[config.mk]
export PLATFORM = sky130hd
export DESIGN_NAME = id_ex_stage_flat
export DESIGN_NICKNAME = d
export VERILOG_FILES = /design/src/rtl/id_ex_stage_if.sv /design/src/rtl/id_ex_stage.sv /design/src/flat_wrapper.sv
export SDC_FILE = /design/constraint.sdc
export NUM_CORES = 1
export LEC_CHECK = 0
export CAP_MARGIN = 20
export CELL_PAD_IN_SITES_DETAIL_PLACEMENT = 1
export CELL_PAD_IN_SITES_GLOBAL_PLACEMENT = 2
export CORE_MARGIN = 3
export CORE_UTILIZATION = 26
export DETAILED_ROUTE_END_ITERATION = 8
export GPL_ROUTABILITY_DRIVEN = 0
export PLACE_DENSITY = 0.86
export SETUP_SLACK_MARGIN = 0.2
export SYNTH_ARGS = -nofsm -noshare
export SYNTH_HDL_FRONTEND = slang
export SYNTH_SLANG_ARGS = --single-unit
[constraint.sdc]
create_clock -name clk -period 3.6 [get_ports clk]
set_clock_uncertainty 0.15 [all_clocks]
set_input_delay 0.36 -clock clk [delete_from_list [all_inputs] [get_ports clk]]
set_output_delay 0.36 -clock clk [all_outputs]
set_load 0.005 [all_outputs]
[src/rtl/id_ex_stage_if.sv]
// ID/EX stage bus: ID-side operands/control, downstream forwarding sources, and the EX-side outputs.
// master = surrounding pipeline, slave = id_ex_stage.
interface id_ex_stage_if #(
   parameter int XLEN  = 32,
   parameter int RADDR = 5
);
   logic             hold;
   logic             flush;
   logic             id_valid;
   logic [RADDR-1:0] id_rs1;
   logic [RADDR-1:0] id_rs2;
   logic [RADDR-1:0] id_rd;
   logic [XLEN-1:0]  id_rs1_data;
   logic [XLEN-1:0]  id_rs2_data;
   logic [XLEN-1:0]  id_imm;
   logic [1:0]       id_alu_op;
   logic [2:0]       id_funct3;
   logic             id_funct7b5;
   logic             id_rtype;
   logic             id_alu_src;
   logic [3:0]       id_ctl;
   logic [RADDR-1:0] exmem_rd;
   logic             exmem_we;
   logic [XLEN-1:0]  exmem_res;
   logic [RADDR-1:0] memwb_rd;
   logic             memwb_we;
   logic [XLEN-1:0]  memwb_wdata;
   logic             stall;
   logic             ex_valid;
   logic [XLEN-1:0]  alu_a;
   logic [XLEN-1:0]  alu_b;
   logic [3:0]       alu_ctrl;
   logic [XLEN-1:0]  ex_store;
   logic [RADDR-1:0] ex_rd;
   logic [3:0]       ex_ctl;

   modport master (
      output hold, flush, id_valid, id_rs1, id_rs2, id_rd, id_rs1_data, id_rs2_data,
             id_imm, id_alu_op, id_funct3, id_funct7b5, id_rtype, id_alu_src, id_ctl,
             exmem_rd, exmem_we, exmem_res, memwb_rd, memwb_we, memwb_wdata,
      input  stall, ex_valid, alu_a, alu_b, alu_ctrl, ex_store, ex_rd, ex_ctl
   );

   modport slave (
      input  hold, flush, id_valid, id_rs1, id_rs2, id_rd, id_rs1_data, id_rs2_data,
             id_imm, id_alu_op, id_funct3, id_funct7b5, id_rtype, id_alu_src, id_ctl,
             exmem_rd, exmem_we, exmem_res, memwb_rd, memwb_we, memwb_wdata,
      output stall, ex_valid, alu_a, alu_b, alu_ctrl, ex_store, ex_rd, ex_ctl
   );
endinterface

[src/rtl/id_ex_stage.sv]
// ID/EX pipeline register for the RV32I core: ALU control decode, operand forwarding,
// and load-use hazard detection with bubble insertion.
module id_ex_stage #(
   parameter int XLEN  = 32,
   parameter int RADDR = 5
) (
   input logic           clk,
   input logic           rst_n,
   id_ex_stage_if.slave  bus
);
   localparam logic [3:0] ALU_AND = 4'b0000;
   localparam logic [3:0] ALU_OR  = 4'b0001;
   localparam logic [3:0] ALU_ADD = 4'b0010;
   localparam logic [3:0] ALU_SUB = 4'b0110;

   logic             ex_valid;
   logic [RADDR-1:0] ex_rs1;
   logic [RADDR-1:0] ex_rs2;
   logic [RADDR-1:0] ex_rd;
   logic [XLEN-1:0]  ex_rs1_data;
   logic [XLEN-1:0]  ex_rs2_data;
   logic [XLEN-1:0]  ex_imm;
   logic             ex_alu_src;
   logic [3:0]       ex_ctl;
   logic [3:0]       ex_alu_ctrl;

   logic [3:0]       alu_ctrl_next;
   logic             hazard;
   logic             bubble;
   logic [XLEN-1:0]  fwd_rs1;
   logic [XLEN-1:0]  fwd_rs2;

   always_comb begin
      alu_ctrl_next = ALU_ADD;
      case (bus.id_alu_op)
         2'b00: alu_ctrl_next = ALU_ADD;
         2'b01: alu_ctrl_next = ALU_SUB;
         2'b10: begin
            case (bus.id_funct3)
               3'b111:  alu_ctrl_next = ALU_AND;
               3'b110:  alu_ctrl_next = ALU_OR;
               3'b000:  alu_ctrl_next = (bus.id_rtype & bus.id_funct7b5) ? ALU_SUB : ALU_ADD;
               default: alu_ctrl_next = ALU_ADD;
            endcase
         end
         default: alu_ctrl_next = ALU_ADD;
      endcase
   end

   // ex_ctl[2] is mem_read: a load in EX cannot yet supply its data to the instruction in ID
   assign hazard = ex_valid & ex_ctl[2] & (ex_rd != '0)
                 & ((ex_rd == bus.id_rs1) | (ex_rd == bus.id_rs2)) & bus.id_valid;
   assign bubble = bus.flush | (~bus.hold & hazard);
   assign bus.stall = (hazard | bus.hold) & ~bus.flush;

   always_ff @(posedge clk or negedge rst_n) begin
      if (!rst_n) begin
         ex_valid    <= 1'b0;
         ex_rs1      <= '0;
         ex_rs2      <= '0;
         ex_rd       <= '0;
         ex_rs1_data <= '0;
         ex_rs2_data <= '0;
         ex_imm      <= '0;
         ex_alu_src  <= 1'b0;
         ex_ctl      <= '0;
         ex_alu_ctrl <= ALU_ADD;
      end else if (bubble) begin
         ex_valid    <= 1'b0;
         ex_rs1      <= '0;
         ex_rs2      <= '0;
         ex_rd       <= '0;
         ex_rs1_data <= '0;
         ex_rs2_data <= '0;
         ex_imm      <= '0;
         ex_alu_src  <= 1'b0;
         ex_ctl      <= '0;
         ex_alu_ctrl <= ALU_ADD;
      end else if (!bus.hold) begin
         ex_valid    <= bus.id_valid;
         ex_rs1      <= bus.id_rs1;
         ex_rs2      <= bus.id_rs2;
         ex_rd       <= bus.id_rd;
         ex_rs1_data <= bus.id_rs1_data;
         ex_rs2_data <= bus.id_rs2_data;
         ex_imm      <= bus.id_imm;
         ex_alu_src  <= bus.id_alu_src;
         ex_ctl      <= bus.id_ctl;
         ex_alu_ctrl <= alu_ctrl_next;
      end
   end

   // EX/MEM is the younger producer, so it wins over MEM/WB; x0 is never forwarded
   always_comb begin
      fwd_rs1 = ex_rs1_data;
      if (bus.exmem_we && (bus.exmem_rd != '0) && (bus.exmem_rd == ex_rs1))
         fwd_rs1 = bus.exmem_res;
      else if (bus.memwb_we && (bus.memwb_rd != '0) && (bus.memwb_rd == ex_rs1))
         fwd_rs1 = bus.memwb_wdata;
   end

   always_comb begin
      fwd_rs2 = ex_rs2_data;
      if (bus.exmem_we && (bus.exmem_rd != '0) && (bus.exmem_rd == ex_rs2))
         fwd_rs2 = bus.exmem_res;
      else if (bus.memwb_we && (bus.memwb_rd != '0) && (bus.memwb_rd == ex_rs2))
         fwd_rs2 = bus.memwb_wdata;
   end

   assign bus.ex_valid = ex_valid;
   assign bus.alu_a    = fwd_rs1;
   assign bus.alu_b    = ex_alu_src ? ex_imm : fwd_rs2;
   assign bus.ex_store = fwd_rs2;
   assign bus.alu_ctrl = ex_alu_ctrl;
   assign bus.ex_rd    = ex_rd;
   assign bus.ex_ctl   = ex_valid ? ex_ctl : 4'b0000;
endmodule

[src/flat_wrapper.sv]
// flat-port wrapper written by rule: the top's interface ports become plain ports
module id_ex_stage_flat 
#(
   parameter int XLEN  = 32,
   parameter int RADDR = 5
)
  (clk, rst_n, bus_hold, bus_flush, bus_id_valid, bus_id_rs1, bus_id_rs2, bus_id_rd, bus_id_rs1_data, bus_id_rs2_data, bus_id_imm, bus_id_alu_op, bus_id_funct3, bus_id_funct7b5, bus_id_rtype, bus_id_alu_src, bus_id_ctl, bus_exmem_rd, bus_exmem_we, bus_exmem_res, bus_memwb_rd, bus_memwb_we, bus_memwb_wdata, bus_stall, bus_ex_valid, bus_alu_a, bus_alu_b, bus_alu_ctrl, bus_ex_store, bus_ex_rd, bus_ex_ctl);
  id_ex_stage_if #(.XLEN(XLEN), .RADDR(RADDR)) bus_i ();
  input logic clk;
  input logic rst_n;
  input wire logic [$bits(bus_i.hold)-1:0] bus_hold;
  input wire logic [$bits(bus_i.flush)-1:0] bus_flush;
  input wire logic [$bits(bus_i.id_valid)-1:0] bus_id_valid;
  input wire logic [$bits(bus_i.id_rs1)-1:0] bus_id_rs1;
  input wire logic [$bits(bus_i.id_rs2)-1:0] bus_id_rs2;
  input wire logic [$bits(bus_i.id_rd)-1:0] bus_id_rd;
  input wire logic [$bits(bus_i.id_rs1_data)-1:0] bus_id_rs1_data;
  input wire logic [$bits(bus_i.id_rs2_data)-1:0] bus_id_rs2_data;
  input wire logic [$bits(bus_i.id_imm)-1:0] bus_id_imm;
  input wire logic [$bits(bus_i.id_alu_op)-1:0] bus_id_alu_op;
  input wire logic [$bits(bus_i.id_funct3)-1:0] bus_id_funct3;
  input wire logic [$bits(bus_i.id_funct7b5)-1:0] bus_id_funct7b5;
  input wire logic [$bits(bus_i.id_rtype)-1:0] bus_id_rtype;
  input wire logic [$bits(bus_i.id_alu_src)-1:0] bus_id_alu_src;
  input wire logic [$bits(bus_i.id_ctl)-1:0] bus_id_ctl;
  input wire logic [$bits(bus_i.exmem_rd)-1:0] bus_exmem_rd;
  input wire logic [$bits(bus_i.exmem_we)-1:0] bus_exmem_we;
  input wire logic [$bits(bus_i.exmem_res)-1:0] bus_exmem_res;
  input wire logic [$bits(bus_i.memwb_rd)-1:0] bus_memwb_rd;
  input wire logic [$bits(bus_i.memwb_we)-1:0] bus_memwb_we;
  input wire logic [$bits(bus_i.memwb_wdata)-1:0] bus_memwb_wdata;
  output wire logic [$bits(bus_i.stall)-1:0] bus_stall;
  output wire logic [$bits(bus_i.ex_valid)-1:0] bus_ex_valid;
  output wire logic [$bits(bus_i.alu_a)-1:0] bus_alu_a;
  output wire logic [$bits(bus_i.alu_b)-1:0] bus_alu_b;
  output wire logic [$bits(bus_i.alu_ctrl)-1:0] bus_alu_ctrl;
  output wire logic [$bits(bus_i.ex_store)-1:0] bus_ex_store;
  output wire logic [$bits(bus_i.ex_rd)-1:0] bus_ex_rd;
  output wire logic [$bits(bus_i.ex_ctl)-1:0] bus_ex_ctl;
  assign bus_i.hold = bus_hold;
  assign bus_i.flush = bus_flush;
  assign bus_i.id_valid = bus_id_valid;
  assign bus_i.id_rs1 = bus_id_rs1;
  assign bus_i.id_rs2 = bus_id_rs2;
  assign bus_i.id_rd = bus_id_rd;
  assign bus_i.id_rs1_data = bus_id_rs1_data;
  assign bus_i.id_rs2_data = bus_id_rs2_data;
  assign bus_i.id_imm = bus_id_imm;
  assign bus_i.id_alu_op = bus_id_alu_op;
  assign bus_i.id_funct3 = bus_id_funct3;
  assign bus_i.id_funct7b5 = bus_id_funct7b5;
  assign bus_i.id_rtype = bus_id_rtype;
  assign bus_i.id_alu_src = bus_id_alu_src;
  assign bus_i.id_ctl = bus_id_ctl;
  assign bus_i.exmem_rd = bus_exmem_rd;
  assign bus_i.exmem_we = bus_exmem_we;
  assign bus_i.exmem_res = bus_exmem_res;
  assign bus_i.memwb_rd = bus_memwb_rd;
  assign bus_i.memwb_we = bus_memwb_we;
  assign bus_i.memwb_wdata = bus_memwb_wdata;
  assign bus_stall = bus_i.stall;
  assign bus_ex_valid = bus_i.ex_valid;
  assign bus_alu_a = bus_i.alu_a;
  assign bus_alu_b = bus_i.alu_b;
  assign bus_alu_ctrl = bus_i.alu_ctrl;
  assign bus_ex_store = bus_i.ex_store;
  assign bus_ex_rd = bus_i.ex_rd;
  assign bus_ex_ctl = bus_i.ex_ctl;
  id_ex_stage #(.XLEN(XLEN), .RADDR(RADDR)) u_core (.clk(clk), .rst_n(rst_n), .bus(bus_i));
endmodule
==> metrics.yaml <==
status: "complete, no violations"
fin_area_sq_um: 12100
cp.arrival_ns: 2.86
power.share.switching_pct: 27.5
num_rows: 62
avgSynthCellArea_sq_um: 8.30
fmax_mhz: 297
grt-ovfl-total: 0
cp_max_fo: 15
min_period_over_period_pct: 93.6
p_per_area_nw_per_um2: 353
antenna_found_initial: 4
setup_viol: 0
diodes: 0
routed_wl_um: 33000
cp.depth: 8
r2r_slack_ns: 1.37
end_kind: "output port"
intPower_mw: 3.09
crit_buf_inv: 3
cpMaxStageDelayCell: "clkdlybuf4s50_1"
cts.sinks: 120
clkPwrFrac_pct: 42.0
power_frac_seq_pct: 35.1
peakVddDrop_mv: 0.230
crit_family: "buffers and inverters"
start_util_pct: 26.6
areaGrowthSynthToFinish_pct: 57.4
grt_pass1_vias: 8527
fin_nets: 1408
power_mw: 4.26
async_flop_share_pct: 100
clk_latency_ns: 0.42
via_per_inst: 5.02
hp-start: "bus_hold"
first_pass_iters: 4
multi_input_area_sq_um: 4220
cp_cell_sequence: "clkdlybuf4s50_1, or4_1, o21a_1, nand4_4, buf_12, mux2i_1, a221oi_2, clkdlybuf4s50_1"
ys_seq_elements: 120
wire_per_inst_um: 20.6
worstMarginPinSlew_ns: 0.742
post-route-drc-count: 0
slew_viol_final: 0
hold_violations: 0
antenna_left: 0
drv_cap: 0
cts_tree: "built"
cpPeakStageDelay_ns: 0.54
yosysSeqAreaShare_pct: 39.2
min_path_type: "in -> reg"
placed_area_sq_um: 11200
setup_slack_ns: 0.229
fin_cells: 1599
hold_depth: 3
grt_max_degree: 121
grt_pass1_wl_um: 49700
chipWidth_um: 178
clockBufferDepth: 2
rsz0062_at_grt: "true"
reg2reg_depth: 6
power.net_switching_mw: 1.17
vias: 8029
drt_iter0_drc: 410
min_to: "u_core.ex_ctl[2]"
synth_nets: 1130
final.min_clock_period_ns: 3.37
regArea_sq_um: 3010
relSlewSlack_pct: 50.5
synth_cells: 924
hpwl_um: 22800
drive_gt1_share_pct: 11.2
cp.required_ns: 3.09
p_comb_share_pct: 22.9
ys_warn_count: 0
worstSetupPathType: "in -> out"
synth_edf_count: 0
netlist_area_sq_um: 7670
fp.dieArea_sq_um: 31600
reg2reg_to: "u_core.ex_imm[19]"
tns_ns: 0
ys.flop_type: "dfrtp_1"
cts_max_level: 4
numCtsBuffers: 17
track_usage_pct: 20.2
start_kind: "input pin"
coreArea_sq_um: 28900
synth.distinct_cells: 37
dp.cells: 1557
cts-root-buf: "clkbuf_16"
die_y_um: 178
clkSlewWorstSetupHoldPaths_ns: 0.07
dp_slack_ns: 0.0796
power.leakage_nw: 4.99
cpMostUsedCell: "clkdlybuf4s50_1"
io_pins: 315
io_buffers: 313
worstReg2RegStart: "u_core.bus.ex_rd[1]"
num-fill-cells: 3385
[layout by cell type (no fill, tap or decap), drive strengths merged, types with 14 or more instances in the layout]
| master | Yosys | routed |
|---|---|---|
| clkdlybuf4s50 | 0 | 291 |
| nand2 | 230 | 230 |
| dfrtp | 119 | 119 |
| o22ai | 114 | 114 |
| nor2 | 67 | 67 |
| a21oi | 65 | 65 |
| mux2i | 64 | 64 |
| nor3 | 37 | 37 |
| inv | 35 | 35 |
| a221oi | 32 | 32 |
| buf | 29 | 32 |
| clkbuf | 58 | 22 |
| xnor2 | 16 | 16 |
| xor2 | 14 | 14 |
| dlymetal6s2s | 0 | 14 |
[state kept, by name (all words and copies together), names as in the netlist]
register,cells
u_core.ex_alu_src,1
u_core.ex_imm,32
u_core.bus.ex_valid,1
u_core.ex_ctl,4
u_core.ex_rs2_data,32
u_core.ex_rs1,5
u_core.bus.alu_ctrl,3
u_core.bus.ex_rd,5
u_core.ex_rs1_data,32
u_core.ex_rs2,5
[cell type report]
class	count	area share, %
multi-input combinational	682	35.0
timing repair buffer	346	30.1
clock buffer	20	3.70
tap	384	3.98
clock inverter	12	1.25
sequential	120	24.9
inverter	35	1.09
[worst max path at each step]
stage               slack [ns]             from                to
floorplan                 1.31  bus_memwb_rd[4]     bus_alu_a[10]
global placement          0.16  bus_exmem_rd[0]     bus_alu_b[26]
detailed placement        0.08  bus_exmem_rd[0]     bus_alu_b[30]
CTS                       0.13  bus_exmem_rd[0]     bus_alu_b[30]
global route              0.11  bus_memwb_rd[4]  bus_ex_store[20]
finish                    0.23  bus_memwb_rd[4]     bus_alu_b[17]
[per-stage QoR]
step                hold WS [ns]  util, %
finish                     0.168     41.8
global route               0.156     41.8
CTS                        0.140     41.0
detailed placement         0.216     38.8
global placement           0.202     38.8
floorplan                -0.0856        -
[worst min-delay path: stages]
cell	delay, ns
buf_4	0.19
nand2_1	0.09
o22ai_1	0.06
[Yosys cell counts, types with 11 or more instances]
master / instances / share of area, %
a21oi_1: 65 / 4.2
a221oi_2: 30 / 5.9
buf_2: 17 / 1.1
clkbuf_1: 58 / 2.8
dfrtp_1: 119 / 39
inv_1: 35 / 1.7
mux2i_1: 64 / 8.4
nand2_1: 230 / 11
nor2_1: 67 / 3.3
nor3_1: 37 / 2.4
o22ai_1: 114 / 9.3
or3b_2: 11 / 1.3
xnor2_1: 16 / 1.8
xor2_1: 14 / 1.6
[logic make-up after synthesis]
logic type      count (synthesis)  synth area share [%]
xor+xnor                       30                  3.43
flops                         120                  39.2
fa+ha+maj                       2                 0.326
mux                            64                  8.35
simple gates                  361                  19.9
buf+inv                       122                  7.86
other cells                     1                0.0489
compound gates                224                  20.9
[power by group through the flow]
stage	sequential (mW)	combinational (mW)	clock (mW)
floorplan	1.48	0.377	0
global placement	1.51	0.954	0
detailed placement	1.52	0.967	0
CTS	1.49	0.973	1.83
global route	1.51	1.06	1.89
finish	1.50	0.973	1.79
[metal layers]
metal	GRT usage, %	routed length, um	up-vias
li1	-	-	3791
met1	25.7	14500	3939
met2	33.4	15900	248
met3	5.46	1990	43
met4	6.02	614	8
met5	0	52	-
[repair_timing]
item | in CTS | in global routing
gates resized for setup | 7 | 38
hold endpoints to repair | 49 | 0
buffers inserted | 2 | 4
gates cloned | 1 | 2
endpoints found under the setup margin | 39 | 90
hold buffers | 1 | 0
pin swaps | 3 | 3
(Power assumes the default switching activity.)
